===== config.mk =====
export PLATFORM = sky130hd
export DESIGN_NAME = vadduxm_seq_flat
export DESIGN_NICKNAME = d
export VERILOG_FILES = /design/src/rtl/vadduxm_seq_if.sv /design/src/rtl/vadduxm_seq.sv /design/src/flat_wrapper.sv
export SDC_FILE = /design/constraint.sdc
export NUM_CORES = 1
export LEC_CHECK = 0
export ABC_CLOCK_PERIOD_IN_PS = 8300
export BUFFER_PORTS_ARGS = -buffer_cell sky130_fd_sc_hd__buf_2
export CAP_MARGIN = 20
export CORE_MARGIN = 2
export CORE_UTILIZATION = 59
export DETAILED_ROUTE_END_ITERATION = 8
export PLACE_DENSITY_LB_ADDON = 0.08
export SLEW_MARGIN = 20
export SYNTH_ARGS = -nofsm -noshare
export SYNTH_HDL_FRONTEND = slang
export SYNTH_SLANG_ARGS = --single-unit
export TNS_END_PERCENT = 1

===== constraint.sdc =====
create_clock -name clk -period 8.3 [get_ports clk]
set_input_delay 0.83 -clock clk [delete_from_list [all_inputs] [get_ports clk]]
set_output_delay 0.83 -clock clk [all_outputs]
set_load 0.01 [all_outputs]

===== src/rtl/vadduxm_seq_if.sv =====
// rtl/vadduxm_seq_if.sv - operand request and result handshake bundle for vadduxm_seq
interface vadduxm_seq_if #(
    parameter int BEATS = 4
);
    localparam int VW = 32 * BEATS;

    logic          in_valid;
    logic          in_ready;
    logic [VW-1:0] vra;
    logic [VW-1:0] vrb;
    logic [1:0]    mode;
    logic          out_valid;
    logic          out_ready;
    logic [VW-1:0] vrt;
    logic          ovf;

    modport master (
        output in_valid, vra, vrb, mode, out_ready,
        input  in_ready, out_valid, vrt, ovf
    );

    modport slave (
        input  in_valid, vra, vrb, mode, out_ready,
        output in_ready, out_valid, vrt, ovf
    );
endinterface


===== src/rtl/vadduxm_seq.sv =====
// rtl/vadduxm_seq.sv - sequential lane-partitioned unsigned modulo vector add, 32 bits per beat
module vadduxm_seq #(
    parameter int BEATS = 4
) (
    input  logic          clk,
    input  logic          rst,
    vadduxm_seq_if.slave  bus
);
    localparam int VW = 32 * BEATS;
    localparam int BW = (BEATS > 1) ? $clog2(BEATS) : 1;
    localparam logic [BW-1:0] LAST_BEAT = BW'(BEATS - 1);

    typedef enum logic [1:0] {
        IDLE = 2'd0,
        RUN  = 2'd1,
        DONE = 2'd2
    } state_e;

    state_e        state_q, state_d;
    logic [BW-1:0] beat_q, beat_d;
    logic [VW-1:0] a_q, b_q;
    logic [1:0]    mode_q;
    logic [VW-1:0] vrt_q, vrt_d;
    logic          ovf_q, ovf_d;
    logic          capture;

    logic [31:0]   slice_a, slice_b;
    logic [31:0]   byte_sum, half_sum, word_sum;
    logic [3:0]    byte_cy;
    logic [1:0]    half_cy;
    logic          word_cy;
    logic [31:0]   lane_sum;
    logic          lane_cy;

    assign slice_a = a_q[32*beat_q +: 32];
    assign slice_b = b_q[32*beat_q +: 32];

    // All three partitions are computed in parallel; the captured mode picks one.
    always_comb begin
        byte_sum = '0;
        byte_cy  = '0;
        half_sum = '0;
        half_cy  = '0;
        for (int i = 0; i < 4; i++) begin
            {byte_cy[i], byte_sum[8*i +: 8]} =
                {1'b0, slice_a[8*i +: 8]} + {1'b0, slice_b[8*i +: 8]};
        end
        for (int i = 0; i < 2; i++) begin
            {half_cy[i], half_sum[16*i +: 16]} =
                {1'b0, slice_a[16*i +: 16]} + {1'b0, slice_b[16*i +: 16]};
        end
        {word_cy, word_sum} = {1'b0, slice_a} + {1'b0, slice_b};
    end

    // Reserved mode 2'b11 falls into the byte partition.
    always_comb begin
        lane_sum = byte_sum;
        lane_cy  = |byte_cy;
        case (mode_q)
            2'b01: begin
                lane_sum = half_sum;
                lane_cy  = |half_cy;
            end
            2'b10: begin
                lane_sum = word_sum;
                lane_cy  = word_cy;
            end
            default: begin
                lane_sum = byte_sum;
                lane_cy  = |byte_cy;
            end
        endcase
    end

    always_comb begin
        state_d = state_q;
        beat_d  = beat_q;
        vrt_d   = vrt_q;
        ovf_d   = ovf_q;
        capture = 1'b0;
        case (state_q)
            IDLE: begin
                if (bus.in_valid) begin
                    capture = 1'b1;
                    ovf_d   = 1'b0;
                    beat_d  = '0;
                    state_d = RUN;
                end
            end
            RUN: begin
                vrt_d[32*beat_q +: 32] = lane_sum;
                ovf_d = ovf_q | lane_cy;
                if (beat_q == LAST_BEAT) begin
                    beat_d  = '0;
                    state_d = DONE;
                end else begin
                    beat_d = beat_q + BW'(1);
                end
            end
            DONE: begin
                if (bus.out_ready) begin
                    state_d = IDLE;
                end
            end
            default: begin
                state_d = IDLE;
                beat_d  = '0;
            end
        endcase
    end

    always_ff @(posedge clk) begin
        if (rst) begin
            state_q <= IDLE;
            beat_q  <= '0;
            vrt_q   <= '0;
            ovf_q   <= 1'b0;
            a_q     <= '0;
            b_q     <= '0;
            mode_q  <= 2'b00;
        end else begin
            state_q <= state_d;
            beat_q  <= beat_d;
            vrt_q   <= vrt_d;
            ovf_q   <= ovf_d;
            if (capture) begin
                a_q    <= bus.vra;
                b_q    <= bus.vrb;
                mode_q <= bus.mode;
            end
        end
    end

    // rst gates in_ready directly so no request is taken during reset.
    assign bus.in_ready  = (state_q == IDLE) & ~rst;
    assign bus.out_valid = (state_q == DONE);
    assign bus.vrt       = vrt_q;
    assign bus.ovf       = ovf_q;
endmodule


===== src/flat_wrapper.sv =====
// flat-port wrapper written by rule: the top's interface ports become plain ports
module vadduxm_seq_flat 
#(
    parameter int BEATS = 4
)
  (clk, rst, bus_in_valid, bus_vra, bus_vrb, bus_mode, bus_out_ready, bus_in_ready, bus_out_valid, bus_vrt, bus_ovf);
  vadduxm_seq_if #(.BEATS(BEATS)) bus_i ();
  input  logic clk;
  input  logic rst;
  input wire logic [$bits(bus_i.in_valid)-1:0] bus_in_valid;
  input wire logic [$bits(bus_i.vra)-1:0] bus_vra;
  input wire logic [$bits(bus_i.vrb)-1:0] bus_vrb;
  input wire logic [$bits(bus_i.mode)-1:0] bus_mode;
  input wire logic [$bits(bus_i.out_ready)-1:0] bus_out_ready;
  output wire logic [$bits(bus_i.in_ready)-1:0] bus_in_ready;
  output wire logic [$bits(bus_i.out_valid)-1:0] bus_out_valid;
  output wire logic [$bits(bus_i.vrt)-1:0] bus_vrt;
  output wire logic [$bits(bus_i.ovf)-1:0] bus_ovf;
  assign bus_i.in_valid = bus_in_valid;
  assign bus_i.vra = bus_vra;
  assign bus_i.vrb = bus_vrb;
  assign bus_i.mode = bus_mode;
  assign bus_i.out_ready = bus_out_ready;
  assign bus_in_ready = bus_i.in_ready;
  assign bus_out_valid = bus_i.out_valid;
  assign bus_vrt = bus_i.vrt;
  assign bus_ovf = bus_i.ovf;
  vadduxm_seq #(.BEATS(BEATS)) u_core (.clk(clk), .rst(rst), .bus(bus_i));
endmodule

==> metrics.csv, run 1 <==
metric,value,unit
status,"complete, no violations",
yosys_warnings,0,
die_area,0.0310,mm²
r2r_start,u_core.beat_q[0],
syn_area,0.0175,mm²
gp_congestion,0.920,
postCtsSetupBuffers,0,
cts_root_buffer,clkbuf_16,
wl,53.5,mm
drive_above_1_share,23.5,%
synth_top_cell_by_area,dfxtp_1,
hold_depth,2,
critical_path_required,8.71,ns
setup_ws,3.23,ns
r2r_slack,3.23,ns
core_area,0.0289,mm²
via_count,16500,
grt_pass1_wl,82.1,mm
grt_usage,33.1,%
tns,0,ns
ys_types,70,
dp_hpwl,37.7,mm
cts_inserted_buffers,40,
hold_viol,0,
synth_nets,2364,
first_global_vias,15400,
clk_path_buf_depth,3,
netlist.area_leader.share,44.8,%
avgViaCountPerCell,5.96,
hold_path_class,register to register,
synth-seq-cells,391,
layout_min_cycle_time,5.07,ns
powerDensity,216,mW/mm²
min-delay-start,u_core.bus.vrt[87],
critPathMaxFanout,48,
clock_skew,0.0209,ns
reg2reg_depth,12,
cts_hold_buf,0,
initial_core_util,60.4,%
vdd_drop_max,0.184,mV
clock_sinks,391,
rsz0062_at_grt,false,
setup_viol,0,
die_y,176,µm
drcViolationCount,0,
synth_edf_count,0,
critPathKind,register to register,
seq_area_frac_synth,44.8,%
p_sw_share,26.8,%
routedWlPerCell,19.3,µm
drtIter0Drc,1605,
ios,393,
layout_commonest_cell,nand2_1,
layout_common_cells,"nand2_1 (583), buf_2 (391), dfxtp_1 (389)",
p_clk_share,41.3,%
tritoncts,built,
drv_slew,0,
p_switching,1210,µW
cp.arrival,5.48,ns
grt-ovfl-total,0,
clkSlewWorstSetupHoldPaths,0.06,ns
synthTopCellsByArea,"dfxtp_1 (45%), nand2_1 (13%), a21oi_1 (8.5%), mux4_2 (8.3%), ha_1 (2.9%)",
post-route-period-util,61.1,%
cts_resized,0,
p_leak,0.00873,µW
async_flop_share,0,%
p_comb_share,14.1,%
intPower,3300,µW
power_frac_seq,44.6,%
grt_max_degree,261,
fmax,197,MHz
max_slew_margin,26.2,%
fin_area,0.0209,mm²
endpoint_kind,register,
antenna_found_initial,4,
grtUsageMet3,5.12,%
syn-instance-count,2058,
ant_nets,0,
htree_levels,2,
preCtsSetupSlack,3.23,ns
synth-main-ff-cell,dfxtp_1,
syn2layout_area_growth,19.6,%
met2_usage,52.0,%
rr_endpoint,u_core.bus.vrt[92],
io_buffer_count,392,
clock_latency,0.54,ns
avgSynthCellArea,8.49,µm²
maxCapViolCount,0,
grt-busiest-layer,met2,
holdPathEnd,u_core.bus.vrt[87],
worstMarginPinSlew,1.11,ns
cp-start-kind,register,
use_met1,47.3,%
num_rows,62,
dpl_cell_area,0.0195,mm²
first_pass_iters,5,
nNetsFinal,2660,
die_w,176,µm
-- stage by stage --
step	util [%]	total power [µW]	hold WS, ns	instances
floorplan	-	2450	0.433	2058
global placement	67.3	2660	0.430	2694
detailed placement	67.3	2670	0.436	2694
CTS	72.0	4500	0.452	2767
global route	72.2	4660	0.470	2772
finish	72.2	4510	0.446	2772
-- critical path: stages (launching register included) --
cell and delay (ns):
dfxtp_4 0.65, buf_4 0.81, mux4_2 0.61, ha_1 0.29, fa_1 0.50, a21o_1 0.19, a21oi_1 0.29, o21ai_0 0.13
a21oi_1 0.48, nor4_1 0.12, a211oi_1 0.26, a2bb2oi_1 0.37, o21ai_0 0.16
-- synthesized netlist by cell type, types with 6 or more instances --
master,count
ha_1,40
inv_1,23
a22o_1,50
nand3_1,17
nor2b_1,8
mux4_2,64
a21oi_1,296
buf_2,11
nand2b_1,8
a211oi_1,9
o21ai_0,67
nand2_1,583
o21bai_1,6
and3_1,6
a22oi_1,57
or3_1,6
a21o_1,21
clkbuf_1,125
nor2_1,99
nor3_1,16
nand4_1,18
buf_1,16
o21a_1,6
dfxtp_1,391
o22ai_1,15
xnor2_1,12
-- power by group through the flow --
stage	sequential (µW)	combinational, µW	clock [µW]
floorplan	2030	412	0
global placement	2050	611	0
detailed placement	2050	618	0
CTS	2010	623	1870
global route	2020	689	1950
finish	2010	636	1860
-- flip-flops by register name (all words and copies together), names as in the netlist --
| signal | count |
|---|---|
| u_core.a_q | 128 |
| u_core.mode_q | 2 |
| u_core.state_q | 2 |
| u_core.b_q | 128 |
| u_core.bus.ovf | 1 |
| u_core.beat_q | 2 |
| u_core.bus.vrt | 128 |
-- cells by family (layout without fill, tap and decap cells) --
family / Yosys count / after routing / share of synthesized area [%]
simple gates: 778 / 778 / 18.0
compound gates: 583 / 583 / 20.6
flops: 391 / 391 / 44.8
buf+inv: 177 / 504 / 3.97
mux: 70 / 70 / 8.60
fa+ha+maj: 44 / 44 / 3.32
xor+xnor: 15 / 15 / 0.752
other cells: 0 / 3 / 0
-- area by class of cell --
type                            instances  area [µm²]
Fill cell                            2247        8050
Antenna cell                            3        7.51
Inverter                               23        86.3
Clock buffer                           54        1160
Tap cell                              384         480
Clock inverter                         19         223
Multi-Input combinational cell       1490        8970
Timing Repair Buffer                  408        2130
Sequential cell                       391        7840
-- per-layer routing --
metal	vias to the layer above	wire length, µm
li1	7792	-
met1	7885	23000
met2	765	24800
met3	74	4590
met4	2	1140
met5	-	13
-- how the worst max path moves through the flow --
stage | startpoint | endpoint | slack, ns | cells after the start
finish | u_core.beat_q[0] | u_core.bus.vrt[92] | 3.23 | 12
global route | u_core.beat_q[0] | u_core.bus.vrt[92] | 2.86 | 12
CTS | u_core.beat_q[0] | u_core.bus.vrt[92] | 3.23 | 12
detailed placement | u_core.beat_q[0] | u_core.bus.vrt[92] | 3.23 | 12
global placement | u_core.beat_q[0] | u_core.bus.vrt[60] | 3.38 | 12
floorplan | u_core.beat_q[0] | u_core.bus.vrt[94] | 4.05 | 15
(Power assumes the default switching activity.)
==> run 2: changes to the inputs <==
ABC_CLOCK_PERIOD_IN_PS = 4650   (was 8300)
CORE_UTILIZATION = 49   (was 59)
clock period = 4.65 ns   (was 8.3 ns; I/O delays follow)
==> run 2 against run 1 <==
Final area is 0.56% higher. Non-clock buffer count is 9 higher. Register-to-register slack worse by 2.8 ns. Combinational power is 81% higher. Sequential cell count stayed put. Hold slack worse by 0.29 ns. Cell count is 3.0% higher. Critical path type unchanged. Largest power group unchanged.
==> metrics.csv, run 2 (synthesis results as in run 1) <==
metric,value,unit,change
status,"complete, no violations",,unchanged
crit_path_frequent_cell,nor2_1,,
hold_viol,0,,unchanged
clkSlewWorstSetupHoldPaths,0.06,ns,about the same
p_leak,0.00875,µW,was 0.00873 µW
postCtsSetupBuffers,0,,unchanged
syn2layout_area_growth,20.2,%,was 19.6%
grt_pass1_wl,84.2,mm,was 82.1 mm
wl,55.3,mm,was 53.5 mm
powerDensity,375,mW/mm²,was 216 mW/mm²
grt_usage,28.9,%,was 33.1%
clk_path_buf_depth,3,,unchanged
slowest_delay,0.75,ns,was 0.81 ns
io_buffer_count,392,,unchanged
endpoint_kind,register,,unchanged
critPathKind,register to register,,unchanged
vdd_drop_max,0.306,mV,was 0.184 mV
hold_path_class,primary input to register,,was register to register
antenna_found_initial,5,,was 4
clock_latency,0.54,ns,about the same
gp_congestion,0.893,,was 0.920
routedWlPerCell,19.4,µm,was 19.3 µm
layout_commonest_cell,nand2_1,,unchanged
dp_hpwl,40.2,mm,was 37.7 mm
crit_path_top_delay_cell,dfxtp_4,,was buf_4
cts_resized,0,,unchanged
layout_min_cycle_time,4.27,ns,was 5.07 ns
die_y,193,µm,was 176 µm
clock_sinks,391,,unchanged
ios,393,,unchanged
clock_skew,0.0143,ns,was 0.0209 ns
tns,0,ns,unchanged
critical_path_required,5.11,ns,was 8.71 ns
cts_hold_buf,0,,unchanged
first_global_vias,15200,,was 15400
ant_nets,0,,unchanged
maxCapViolCount,0,,unchanged
rsz0062_at_grt,false,,unchanged
core_area,0.0353,mm²,was 0.0289 mm²
via_count,16300,,was 16500
num_rows,69,,was 62
drtIter0Drc,1462,,was 1605
cp-start-kind,register,,unchanged
cp.arrival,4.72,ns,was 5.48 ns
place_inst,2782,,was 2694
drcViolationCount,0,,unchanged
fmax,234,MHz,was 197 MHz
tritoncts,built,,unchanged
worstMarginPinSlew,1.13,ns,was 1.11 ns
setup_viol,0,,unchanged
drive_above_1_share,23.6,%,was 23.5%
cts_inserted_buffers,41,,was 40
fill_cells,3192,,was 2247
avgViaCountPerCell,5.71,,was 5.96
path_cells,"buf_12, mux4_2, ha_1, nand3_1, nor2_1, nor2_1, o21ai_0, nor2_1, a2111oi_0, o311ai_1, o22ai_1",,"was buf_4, mux4_2, ha_1, fa_1, a21o_1, a21oi_1, o21ai_0, a21oi_1, nor4_1, a211oi_1, a2bb2oi_1, o21ai_0"
cts_root_buffer,clkbuf_16,,unchanged
grt_max_degree,211,,was 261
grt-ovfl-total,0,,unchanged
initial_core_util,49.5,%,was 60.4%
nNetsFinal,2670,,was 2660
drv_slew,0,,unchanged
instances_no_fill,2854,,was 2772
max_slew_margin,24.3,%,was 26.2%
die_w,193,µm,was 176 µm
post-route-period-util,91.7,%,was 61.1%
layout_common_cells,"nand2_1 (583), buf_2 (391), dfxtp_1 (389)",,unchanged
htree_levels,2,,unchanged
critPathMaxFanout,28,,was 48
die_area,0.0372,mm²,was 0.0310 mm²
first_pass_iters,6,,was 5
## run 2: changes by cell type in the layout (fill, tap and decap cells not counted), moves of 3 or more
cell / previous run / this run
buf_12: 1 / 7
clkbuf_1: 7 / 10
buf_4: 12 / 18
bufinv_16: 4 / 0
clkinvlp_4: 5 / 2
clkinv_2: 8 / 4
clkbuf_8: 4 / 10
## run 2: cell type report
class	count	area (µm²)	share of cell area, %
clock inverter	8	57.6	0.274
clock buffer	62	1230	5.84
tap	461	577	2.75
timing repair buffer	417	2250	10.7
multi-input combinational	1490	8970	42.7
inverter	23	86.3	0.411
sequential	391	7840	37.3
antenna	2	5.00	0.0238
## run 2: worst max-delay path: cells and delay by family, from the launching register on
kind	cells	cell delay (ns)
compound gates	4	1.44
flops	1	0.75
simple gates	4	0.61
mux	1	0.54
fa+ha+maj	1	0.52
buf+inv	1	0.28
## run 2: stage by stage
stage	utilization [%]	worst slack [ns]	power (µW)	hold slack (ns)	instance area [µm²]
after floorplan	-	0.405	4370	0.433	17500
after global placement	55.8	0.400	4790	0.430	19700
after detailed placement	55.8	0.381	4810	0.443	19700
after CTS	59.5	0.384	7910	0.146	21000
after global routing	59.5	0.0849	8190	0.154	21000
final	59.5	0.385	7880	0.155	21000
## run 2: path summary, 6_finish.rpt
| path | from | end | slack, ns | cells past startpoint |
|---|---|---|---|---|
| max | u_core.beat_q[0] | u_core.bus.vrt[121] | 0.38 | 11 |
| min | bus_vra[38] | u_core.a_q[38] | 0.15 | 3 |
| max reg2reg | u_core.beat_q[0] | u_core.bus.vrt[121] | 0.38 | 11 |
| min reg2reg | u_core.bus.vrt[119] | u_core.bus.vrt[119] | 0.45 | 2 |
## run 2: power breakdown
part	total, µW	internal [µW]	switching, µW
combinational	1150	424	727
sequential	3600	3500	95.8
clock	3130	1820	1320
total	7880	5740	2140
## run 2: routing by layer
| metal | share of wire [%] | track usage, % |
|---|---|---|
| met1 | 45 | 41.9 |
| met2 | 45 | 44.6 |
| met3 | 7.6 | 4.66 |
| met4 | 2.3 | 7.60 |
| met5 | 0.043 | 0 |
==> run 3: changes to the inputs <==
PLACE_DENSITY_LB_ADDON = 0.2   (was 0.08)
==> run 3 against run 2 <==
Total power increased by 2.2%. Clock skew fell by 0.0034 ns. Largest cell class unchanged. Critical path depth is the same.
==> metrics.csv, run 3 (synthesis results as in run 1) <==
metric,value,unit,change
layout_commonest_cell,nand2_1,,unchanged
status,"complete, no violations",,unchanged
core_area,0.0353,mm²,unchanged
initial_core_util,49.5,%,unchanged
maxCapViolCount,0,,unchanged
p_total,8060,µW,was 7880 µW
first_pass_iters,5,,was 6
io_buffer_count,392,,unchanged
first_global_vias,15300,,was 15200
cts_hold_buf,0,,unchanged
hold_slack,0.163,ns,was 0.155 ns
cp.arrival,4.53,ns,was 4.72 ns
endpoint_kind,register,,unchanged
antenna_found_initial,2,,was 5
tritoncts,built,,unchanged
final_util,59.8,%,was 59.5%
clk_path_buf_depth,3,,unchanged
vdd_drop_max,0.282,mV,was 0.306 mV
grt-ovfl-total,0,,unchanged
hold_path_class,primary input to register,,unchanged
critical_path_required,5.04,ns,was 5.11 ns
setup_ws,0.508,ns,was 0.385 ns
grt_usage,28.8,%,was 28.9%
setup_viol,0,,unchanged
gp_congestion,0.906,,was 0.893
p_leak,0.00879,µW,was 0.00875 µW
clock_latency,0.54,ns,about the same
syn2layout_area_growth,20.8,%,was 20.2%
grt_max_degree,159,,was 211
grt_pass1_wl,84.2,mm,about the same
ant_nets,0,,unchanged
tns,0,ns,unchanged
cp-start-kind,register,,unchanged
worstMarginPinSlew,1.11,ns,was 1.13 ns
via_count,16500,,was 16300
clkSlewWorstSetupHoldPaths,0.06,ns,about the same
preCtsSetupSlack,0.588,ns,was 0.381 ns
wl,55.1,mm,was 55.3 mm
dp_hpwl,40.3,mm,was 40.2 mm
num_rows,69,,unchanged
avgViaCountPerCell,5.76,,was 5.71
htree_levels,2,,unchanged
cts_root_buffer,clkbuf_16,,unchanged
die_area,0.0372,mm²,unchanged
routedWlPerCell,19.3,µm,was 19.4 µm
max_slew_margin,26.2,%,was 24.3%
r2r_slack,0.51,ns,was 0.38 ns
powerDensity,382,mW/mm²,was 375 mW/mm²
drcViolationCount,0,,unchanged
post-route-period-util,89.1,%,was 91.7%
drtIter0Drc,1480,,was 1462
postCtsSetupBuffers,0,,unchanged
hold_viol,0,,unchanged
die_y,193,µm,unchanged
fmax,241,MHz,was 234 MHz
critPathMaxFanout,23,,was 28
drive_above_1_share,23.7,%,was 23.6%
die_w,193,µm,unchanged
nNetsFinal,2670,,unchanged
cts_inserted_buffers,41,,unchanged
rsz0062_at_grt,false,,unchanged
layout_min_cycle_time,4.14,ns,was 4.27 ns
cts_resized,0,,unchanged
layout_common_cells,"nand2_1 (583), buf_2 (391), dfxtp_1 (389)",,unchanged
clock_skew,0.0109,ns,was 0.0143 ns
ios,393,,unchanged
fill_cells,3177,,was 3192
clock_sinks,391,,unchanged
drv_slew,0,,unchanged
critPathKind,register to register,,unchanged
[run 3: cell types whose count changed in the layout (fill, tap and decap cells not counted), moves of 2 or more]
cell / change
clkinv_4: +2
clkinvlp_4: -2
a21oi_1: -3
a21oi_2: +3
clkbuf_1: +3
bufinv_16: +3
[run 3: cell type report]
cell class                 instances  area [µm²]  share of cell area [%]
sequential                       391        7840                    37.1
inverter                          23        86.3                   0.409
multi-input combinational       1490        8980                    42.6
clock buffer                      64        1220                    5.80
timing repair buffer             417        2250                    10.7
antenna                            2        5.00                  0.0237
tap                              461         577                    2.73
clock inverter                     9         139                   0.658
[run 3: worst paths after layout]
kind	from	cells past startpoint	end
setup reg to reg	u_core.beat_q[0]	11	u_core.bus.vrt[81]
hold / removal	bus_vra[79]	3	u_core.a_q[79]
hold reg to reg	u_core.b_q[85]	2	u_core.b_q[85]
setup / recovery	u_core.beat_q[0]	11	u_core.bus.vrt[81]
[run 3: metrics by stage]
stage,std cells,area [µm²]
after floorplan,2058,17500
after detailed placement,2782,19700
after global placement,2782,19700
after CTS,2855,21100
after global routing,2855,21100
final,2857,21100
[run 3: metal layers]
layer | vias to the layer above | share of wire, % | GRT usage, %
li1 | 7811 | - | -
met1 | 7880 | 45 | 41.4
met2 | 672 | 45 | 45.5
met3 | 86 | 7.9 | 4.07
met4 | 4 | 2.1 | 7.46
met5 | - | 0.047 | 0
[run 3: critical path, stage by stage, from the launching register on]
cell      delay (ns)
dfxtp_4         0.47
buf_4           0.39
mux4_2          0.60
ha_1            0.40
nand3_1         0.10
nor2_1          0.30
o31a_1          0.21
nor3_1          0.08
o311ai_1        0.65
xnor2_1         0.13
a21oi_1         0.47
o21ai_0         0.20
[run 3: report_power, final]
group | switching (µW) | leakage (µW) | internal [µW] | total [µW]
Combinational | 736 | 0.00494 | 423 | 1160
Sequential | 87.2 | 0.00319 | 3500 | 3590
Clock | 1330 | 0.000667 | 1980 | 3310
